==> config.mk <==
export PLATFORM = sky130hd
export DESIGN_NAME = mc14500_icu
export DESIGN_NICKNAME = d
export VERILOG_FILES = /design/src/rtl/mc14500_icu.sv
export SDC_FILE = /design/constraint.sdc
export NUM_CORES = 1
export LEC_CHECK = 0
export CORE_MARGIN = 2
export CORE_UTILIZATION = 45
export CTS_CLUSTER_SIZE = 25
export DETAILED_ROUTE_END_ITERATION = 8
export DONT_BUFFER_PORTS = 1
export MAX_ROUTING_LAYER = met4
export PLACE_DENSITY = 0.72
export SLEW_MARGIN = 30
export SYNTH_ARGS = -nofsm -noshare
export SYNTH_HDL_FRONTEND = slang
export SYNTH_SLANG_ARGS = --single-unit
export TNS_END_PERCENT = 5
==> constraint.sdc <==
create_clock -name clock -period 2.5 [get_ports clock]
set_clock_uncertainty 0.1 [all_clocks]
set_input_delay 0.5 -clock clock [delete_from_list [all_inputs] [get_ports clock]]
set_output_delay 0.5 -clock clock [all_outputs]
set_load 0.1 [all_outputs]
==> src/rtl/mc14500_icu.sv <==
// MC14500B-style 1-bit industrial control unit: FETCH -> EXEC -> (WRITE) sequencer.
// Optional macro RTN_STACK_EN adds a one-entry return register used by JMP/RTN.
module mc14500_icu #(
    parameter int ADDR_W = 8,
    parameter int PC_W   = 8
) (
    input  logic              clock,
    input  logic              reset,
    input  logic              enable,
    output logic [PC_W-1:0]   pc,
    input  logic [ADDR_W+3:0] instr,
    output logic [ADDR_W-1:0] ram_address,
    output logic              ram_write,
    output logic              ram_data_in,
    input  logic              ram_data_out,
    output logic              rr,
    output logic              flag_o,
    output logic              flag_f,
    output logic              jmp,
    output logic              rtn
);

    typedef enum logic [1:0] {
        S_FETCH = 2'd0,
        S_EXEC  = 2'd1,
        S_WRITE = 2'd2
    } state_t;

    localparam logic [3:0] OP_NOPO = 4'h0, OP_LD  = 4'h1, OP_LDC = 4'h2, OP_AND  = 4'h3;
    localparam logic [3:0] OP_ANDC = 4'h4, OP_OR  = 4'h5, OP_ORC = 4'h6, OP_XNOR = 4'h7;
    localparam logic [3:0] OP_STO  = 4'h8, OP_STOC = 4'h9, OP_IEN = 4'hA, OP_OEN = 4'hB;
    localparam logic [3:0] OP_JMP  = 4'hC, OP_RTN = 4'hD, OP_SKZ = 4'hE, OP_NOPF = 4'hF;

    state_t            r_state;
    state_t            w_state_nxt;
    logic [3:0]        r_opcode;
    logic [PC_W-1:0]   r_pc;
    logic [ADDR_W-1:0] r_ram_address;
    logic              r_ram_write;
    logic              r_ram_data_in;
    logic              r_rr;
    logic              r_ien;
    logic              r_oen;
    logic              r_skip;
    logic              r_flag_o;
    logic              r_flag_f;
    logic              r_jmp;
    logic              r_rtn;
    logic              w_active;
    logic              w_d;
    logic              w_skip_nxt;
    logic [PC_W-1:0]   w_pc_inc;
    logic [PC_W-1:0]   w_pc_nxt;
`ifdef RTN_STACK_EN
    logic [PC_W-1:0]   r_ret;
`endif

    // A skipped instruction still advances pc but touches nothing else.
    assign w_active = (r_state == S_EXEC) && !r_skip;
    assign w_d      = ram_data_out & r_ien;
    assign w_pc_inc = r_pc + PC_W'(1);

    always_comb begin
        w_state_nxt = r_state;
        w_pc_nxt    = w_pc_inc;
        w_skip_nxt  = 1'b0;
        case (r_state)
            S_FETCH: if (enable) w_state_nxt = S_EXEC;
            S_EXEC: begin
                w_state_nxt = S_FETCH;
                if (w_active) begin
                    case (r_opcode)
                        OP_STO, OP_STOC: if (r_oen) w_state_nxt = S_WRITE;
                        OP_JMP:          w_pc_nxt = PC_W'(r_ram_address);
                        OP_RTN: begin
                            w_skip_nxt = 1'b1;
`ifdef RTN_STACK_EN
                            w_pc_nxt   = r_ret;
`endif
                        end
                        OP_SKZ:          w_skip_nxt = ~r_rr;
                        default:         ;
                    endcase
                end
            end
            S_WRITE: w_state_nxt = S_FETCH;
            default: w_state_nxt = S_FETCH;
        endcase
    end

    always_ff @(posedge clock or negedge reset) begin
        if (!reset) begin
            r_state       <= S_FETCH;
            r_opcode      <= OP_NOPO;
            r_pc          <= '0;
            r_ram_address <= '0;
            r_ram_write   <= 1'b0;
            r_ram_data_in <= 1'b0;
            r_rr          <= 1'b0;
            r_ien         <= 1'b0;
            r_oen         <= 1'b0;
            r_skip        <= 1'b0;
            r_flag_o      <= 1'b0;
            r_flag_f      <= 1'b0;
            r_jmp         <= 1'b0;
            r_rtn         <= 1'b0;
`ifdef RTN_STACK_EN
            r_ret         <= '0;
`endif
        end else begin
            r_state     <= w_state_nxt;
            r_ram_write <= (w_state_nxt == S_WRITE);
            r_flag_o    <= w_active && (r_opcode == OP_NOPO);
            r_flag_f    <= w_active && (r_opcode == OP_NOPF);
            r_jmp       <= w_active && (r_opcode == OP_JMP);
            r_rtn       <= w_active && (r_opcode == OP_RTN);
            if (r_state == S_FETCH && enable) begin
                r_opcode      <= instr[ADDR_W+3:ADDR_W];
                r_ram_address <= instr[ADDR_W-1:0];
            end
            if (r_state == S_EXEC) begin
                r_pc   <= w_pc_nxt;
                r_skip <= w_skip_nxt;
            end
            if (w_active) begin
                case (r_opcode)
                    OP_LD:   r_rr <= w_d;
                    OP_LDC:  r_rr <= ~w_d;
                    OP_AND:  r_rr <= r_rr & w_d;
                    OP_ANDC: r_rr <= r_rr & ~w_d;
                    OP_OR:   r_rr <= r_rr | w_d;
                    OP_ORC:  r_rr <= r_rr | ~w_d;
                    OP_XNOR: r_rr <= ~(r_rr ^ w_d);
                    OP_STO:  r_ram_data_in <= r_rr;
                    OP_STOC: r_ram_data_in <= ~r_rr;
                    OP_IEN:  r_ien <= ram_data_out;
                    OP_OEN:  r_oen <= ram_data_out;
`ifdef RTN_STACK_EN
                    OP_JMP:  r_ret <= w_pc_inc;
`endif
                    default: ;
                endcase
            end
        end
    end

    assign pc          = r_pc;
    assign ram_address = r_ram_address;
    assign ram_write   = r_ram_write;
    assign ram_data_in = r_ram_data_in;
    assign rr          = r_rr;
    assign flag_o      = r_flag_o;
    assign flag_f      = r_flag_f;
    assign jmp         = r_jmp;
    assign rtn         = r_rtn;

endmodule

==> results of run 1 <==
==> kinds of logic (layout without fill, tap and decap cells) <==
kind of cell	after synthesis	in the layout
flops	32	32
simple gates	39	39
mux	19	19
fa+ha+maj	1	1
compound gates	26	26
buf+inv	11	30
xor+xnor	2	2
==> how the worst min path moves through the flow <==
| stage | endpoint | slack (ns) | cells after the start |
|---|---|---|---|
| after floorplan | flag_f$_DFF_PN0_ | 0.10 | 0 |
| after global placement | ram_data_in$_DFFE_PN0P_ | 0.11 | 0 |
| after detailed placement | ram_data_in$_DFFE_PN0P_ | 0.11 | 0 |
| after CTS | ram_address[2]$_DFFE_PN0P_ | 0.19 | 1 |
| after global routing | ram_address[2]$_DFFE_PN0P_ | 0.18 | 1 |
| final | ram_address[2]$_DFFE_PN0P_ | 0.20 | 1 |
==> routing by layer <==
metal,track usage (%),wire length (um),vias up
met5,-,0,-
met2,23.7,1300,39
li1,-,-,508
met3,6.83,197,5
met4,6.38,44,0
met1,25.9,1350,525
==> per-stage QoR <==
step	power [W]	hold slack [ns]	setup slack, ns	util (%)	std cells
finish	0.00243	0.197	0.594	53.0	195
CTS	0.00244	0.186	0.580	53.0	195
global placement	0.00210	0.105	0.918	50.3	185
detailed placement	0.00212	0.105	0.890	50.3	185
global route	0.00257	0.178	0.536	53.0	195
floorplan	0.00189	0.104	0.515	-	130
==> cell type report <==
cell class                      count  area [sq um]
Timing Repair Buffer               18           150
Fill cell                         285          1540
Inverter                            4          15.0
Clock buffer                        8          58.8
Tap cell                           46          57.6
Sequential cell                    32           801
Multi-Input combinational cell     87           659
==> power groups by stage <==
stage          clock network [W]  logic [W]  registers (W)
6_report                0.000303    0.00113       0.000997
5_1_grt                 0.000347    0.00120        0.00102
4_1_cts                 0.000313    0.00113       0.000995
3_5_place_dp                   0    0.00112        0.00101
3_3_place_gp                   0    0.00110        0.00100
2_1_floorplan                  0   0.000324        0.00157
==> what timing repair did <==
item | CTS | global route
resized for setup | 0 | 0
hold buffers | 2 | 0
hold endpoints to repair | 32 | 0
==> state kept, by name, summed over array words and instances (netlist names) <==
name / flops
r_opcode: 4
r_state: 2
r_oen: 1
r_ien: 1
rr: 1
pc: 8
rtn: 1
flag_o: 1
ram_address: 8
r_skip: 1
ram_data_in: 1
jmp: 1
ram_write: 1
flag_f: 1
==> layout by cell type (no fill, tap or decap), types with 2 or more instances in the layout <==
| cell type | count |
|---|---|
| a21oi_1 | 4 |
| a21oi_2 | 4 |
| a2bb2oi_1 | 3 |
| a31oi_1 | 2 |
| and3_1 | 3 |
| buf_4 | 16 |
| clkbuf_1 | 2 |
| clkbuf_4 | 5 |
| dfrtp_1 | 32 |
| inv_1 | 4 |
| mux2_2 | 11 |
| mux2i_1 | 7 |
| nand2_1 | 11 |
| nand2b_1 | 4 |
| nand3_1 | 5 |
| nand4_1 | 2 |
| nor2_1 | 5 |
| nor3_1 | 2 |
| nor4b_1 | 2 |
| o21ai_0 | 5 |
| o31ai_1 | 3 |
| xnor2_1 | 2 |
==> flow_metrics.py, run 1 <==
metrics = {
    "grt": {
        "antenna_found_initial": 0,
        "grt.total_usage_pct": 18.3,
        "grt_pass1_wl_um": 4900,
        "grt_max_degree": 33,
        "grt_pass1_vias": 1034,
        "grt.overflow.total": 0,
    },
    "critical_path": {
        "path_class": "register to primary output",
        "cp-end-kind": "primary output",
        "critPathMaxFanout": 3,
        "arrival_ns": 1.31,
        "setup.worst_path.start": "ram_address[3]$_DFFE_PN0P_",
        "cp_data_required_time_ns": 1.90,
        "rr_endpoint": "pc[7]$_DFFE_PN0N_",
        "setup.worst_path.end": "ram_address[3]",
        "r2r_slack_ns": 0.86,
        "path_depth": 0,
        "setup.worst_path.start_class": "register",
        "timing.rr.start": "r_opcode[1]$_DFFE_PN0P_",
        "worst-r2r-cell-count": 4,
    },
    "floorplanning": {
        "pin_count": 39,
        "rows": 21,
        "die_y_um": 62,
        "start_util_pct": 46.1,
        "fp.dieW_um": 62,
        "dieArea_sq_um": 3840,
        "coreArea_sq_um": 3280,
    },
    "pwr": {
        "ir_drop_v": 0.000617,
        "switching_share_pct": 55.3,
        "cell_internal_pwr_w": 0.00108,
        "pwr-share-clk_pct": 12.5,
        "power.switching_w": 0.00134,
        "seqPwrFrac_pct": 41.1,
        "power_frac_comb_pct": 46.5,
        "p_leak_nw": 0.804,
        "powerDensity_nw_per_um2": 1390,
    },
    "logic_synthesis": {
        "synth_most_common_cell": "dfrtp_1",
        "synth_nets": 147,
        "synth_top_area_share_pct": 52.9,
        "muxShareOfSynthArea_pct": 13.6,
        "yosys_warnings": 0,
        "synth-compound-area-share_pct": 12.7,
        "synthSimpleGateAreaFrac_pct": 15.3,
        "synth.distinct_cells": 34,
        "synthArstFlopShare_pct": 100,
        "synthXorXnorAreaFrac_pct": 1.16,
        "synth_edf_count": 0,
        "ys_top_cells_by_count": "32 x dfrtp_1, 11 x mux2_2, 11 x nand2_1",
        "syn_area_sq_um": 1510,
        "ys_ff_latch": 32,
        "synthAdderAreaFrac_pct": 0.826,
        "ys_seq_area_share_pct": 52.9,
        "synth_top_family_by_area": "simple AND/OR/NAND/NOR gates",
        "ys.flop_type": "dfrtp_1",
        "netlist.top_cell.by_area": "dfrtp_1",
        "syn_avg_cell_area_sq_um": 11.6,
        "synthTopCellsByArea": "dfrtp_1 53%, mux2_2 8.2%, mux2i_1 4.6%",
        "syn_inst": 130,
    },
    "hold_path": {
        "min_path_type": "input pin to register",
        "min_from": "instr[2]",
    },
    "timing": {
        "worst_pin_slew_ns": 0.944,
        "finalHoldViolCount": 0,
        "slew_headroom_pct": 37.0,
        "max_freq_ghz": 0.525,
        "fin_crit_sh_pct": 76.2,
        "finalSetupTns_ns": 0,
        "layout_min_cycle_time_ns": 1.91,
        "setup_violations": 0,
        "rsz0062_at_grt": "no",
        "slew_violations": 0,
    },
    "place": {
        "port-buffer-count": 0,
        "dpl_cell_area_sq_um": 1650,
        "post-dp-hpwl_um": 2080,
        "globalplace.congestion": 0.890,
    },
    "clock_network": {
        "post_cts_buffers": 0,
        "clock-sinks": 32,
        "cts_buffers": 5,
        "root_buffer": "clkbuf_4",
        "htree_levels": 2,
        "cts.reportedPaths.clkPinSlew_ns": 0.09,
        "insertion_delay_ns": 0.33,
        "ctsLongestPathBuffers": 2,
        "cts_tree": "done",
    },
    "routing": {
        "drcViolationCount": 0,
        "drt-wirelength-per-cell_um": 14.8,
        "drt_iter0_markers": 40,
        "ant_nets": 0,
        "firstDrtPassIters": 4,
        "route.vias.total": 1077,
        "wirelength_um": 2890,
        "post_drt_via_cell_ratio": 5.52,
    },
    "outcome": {
        "status": "finished clean",
    },
    "final_layout": {
        "antenna_cells": 0,
        "design_area_sq_um": 1740,
        "drive_gt1_share_pct": 29.5,
        "area_delta_synth_final_pct": 15.0,
        "nets": 165,
    },
    "job": {
        "max_cap_violations": 0,
    },
}
No activity file was read; power rests on OpenSTA's default activity.
==> run 2: changes to the inputs <==
- PLACE_DENSITY: 0.72 -> 0.74
- clock period: 2.5 -> 1.7 ns (I/O delays scaled with it)
==> flow_metrics.py, run 2 (synthesis results as in run 1) <==
metrics = {
    "routing": {
        "drt-wirelength-per-cell_um": 14.9,
        "route.vias.total": 1114,
        "wirelength_um": 3070,
        "ant_nets": 0,
        "drt_iter0_markers": 49,
        "drcViolationCount": 0,
        "firstDrtPassIters": 4,
        "post_drt_via_cell_ratio": 5.41,
    },
    "critical_path": {
        "rr_endpoint": "pc[2]$_DFFE_PN0N_",
        "cp-end-kind": "register",
        "arrival_ns": 1.70,
        "critPathMaxFanout": 16,
        "timing.rr.start": "r_state[1]$_DFF_PN0_",
        "worst-r2r-cell-count": 4,
        "path_class": "register to register",
        "setup.worst_path.start_class": "register",
        "r2r_slack_ns": 0.11,
        "cp_data_required_time_ns": 1.81,
    },
    "grt": {
        "antenna_found_initial": 0,
        "grt_max_degree": 33,
        "grt.overflow.total": 0,
        "grt_pass1_wl_um": 4730,
        "grt_pass1_vias": 1066,
        "grt.total_usage_pct": 18.2,
    },
    "floorplanning": {
        "pin_count": 39,
        "coreArea_sq_um": 3280,
        "dieArea_sq_um": 3840,
        "start_util_pct": 46.1,
        "fp.dieW_um": 62,
        "rows": 21,
        "die_y_um": 62,
    },
    "final_layout": {
        "area_delta_synth_final_pct": 21.2,
        "antenna_cells": 0,
        "fillCellCount": 293,
        "drive_gt1_share_pct": 40.0,
        "final_cells": 206,
        "mostFrequentLayoutCells": "27 x buf_4, 25 x dfrtp_1, 11 x nand2_1, 11 x mux2_2",
        "nets": 176,
        "layout_commonest_cell": "buf_4",
    },
    "hold_path": {
        "hold-path-endpoint": "ram_address[2]$_DFFE_PN0P_",
        "min_path_cells": 1,
        "min_from": "instr[2]",
        "min_path_type": "input pin to register",
    },
    "outcome": {
        "status": "finished clean",
    },
    "timing": {
        "finalSetupTns_ns": 0,
        "layout_min_cycle_time_ns": 1.59,
        "max_freq_ghz": 0.628,
        "whs_ns": 0.0505,
        "slew_violations": 0,
        "finalHoldViolCount": 0,
        "rsz0062_at_grt": "no",
        "fin_crit_sh_pct": 93.7,
        "slew_headroom_pct": 67.6,
        "layout_setup_ws_ns": 0.106,
        "setup_violations": 0,
        "worst_pin_slew_ns": 0.486,
    },
    "clock_network": {
        "ctsLongestPathBuffers": 2,
        "cts.reportedPaths.clkPinSlew_ns": 0.09,
        "insertion_delay_ns": 0.33,
        "htree_levels": 2,
        "cts_tree": "done",
        "root_buffer": "clkbuf_4",
        "clock-sinks": 32,
        "cts_buffers": 5,
        "post_cts_buffers": 0,
    },
    "place": {
        "port-buffer-count": 0,
        "dp.cells": 196,
        "post-dp-hpwl_um": 2250,
        "place_ws_ns": 0.131,
        "globalplace.congestion": 0.856,
    },
    "pwr": {
        "p_leak_nw": 0.854,
        "powerDensity_nw_per_um2": 2000,
        "ir_drop_v": 0.000813,
    },
    "job": {
        "max_cap_violations": 0,
    },
}
-- run 2: cell count changes in the layout (fill, tap and decap cells not counted), sizes merged --
cell	previous run	this run
buf	17	28
clkbuf	8	6
clkinv	0	2
-- run 2: per-layer routing --
layer	share of wire (%)	vias up	GRT usage [%]
met5	0	-	-
met4	1.4	0	7.90
met3	5.1	4	6.42
met2	49	34	26.0
met1	45	544	23.1
li1	-	532	-
-- run 2: what timing repair did --
item                                   4_1_cts  5_1_grt
endpoints found under the hold margin       32        0
hold buffers                                 2        0
setup endpoints to repair                    1        0
resized for setup                            1        0
-- run 2: how the worst max path moves through the flow --
stage	startpoint	cells past startpoint	slack (ns)	end
after floorplan	pc[6]$_DFFE_PN0N_	3	0.01	pc[7]$_DFFE_PN0N_
after global placement	r_state[1]$_DFF_PN0_	3	0.17	pc[7]$_DFFE_PN0N_
after detailed placement	r_state[1]$_DFF_PN0_	3	0.13	pc[7]$_DFFE_PN0N_
after CTS	r_state[1]$_DFF_PN0_	4	0.11	pc[2]$_DFFE_PN0N_
after global routing	r_state[1]$_DFF_PN0_	4	0.009	pc[7]$_DFFE_PN0N_
final	r_state[1]$_DFF_PN0_	4	0.11	pc[2]$_DFFE_PN0N_
-- run 2: layout make-up --
| cell class | count | area [sq um] | area share, % |
|---|---|---|---|
| Clock buffer | 6 | 51.3 | 2.79 |
| Clock inverter | 2 | 10.0 | 0.545 |
| Timing Repair Buffer | 29 | 233 | 12.7 |
| Multi-Input combinational cell | 87 | 659 | 35.9 |
| Tap cell | 46 | 57.6 | 3.14 |
| Inverter | 4 | 15.0 | 0.818 |
| Sequential cell | 32 | 810 | 44.1 |
-- run 2: critical path: stages, from the launching register on --
cell and delay, ns:
dfrtp_1 0.44, and4bb_4 0.37, nand3_4 0.23, mux2i_1 0.26, a2bb2oi_2 0.08
-- run 2: where the power goes --
group | switching [W] | internal, W
Clock | 0.000254 | 0.000197
Sequential | 0.000296 | 0.000984
Combinational | 0.00145 | 0.000482
Total | 0.00200 | 0.00166
-- run 2: per-stage QoR --
step / power (W) / util, % / cell area (sq um)
3_5_place_dp: 0.00321 / 53.1 / 1740
5_1_grt: 0.00386 / 55.9 / 1840
3_3_place_gp: 0.00316 / 53.1 / 1740
6_report: 0.00367 / 55.9 / 1840
2_1_floorplan: 0.00280 / - / 1520
4_1_cts: 0.00369 / 55.9 / 1840
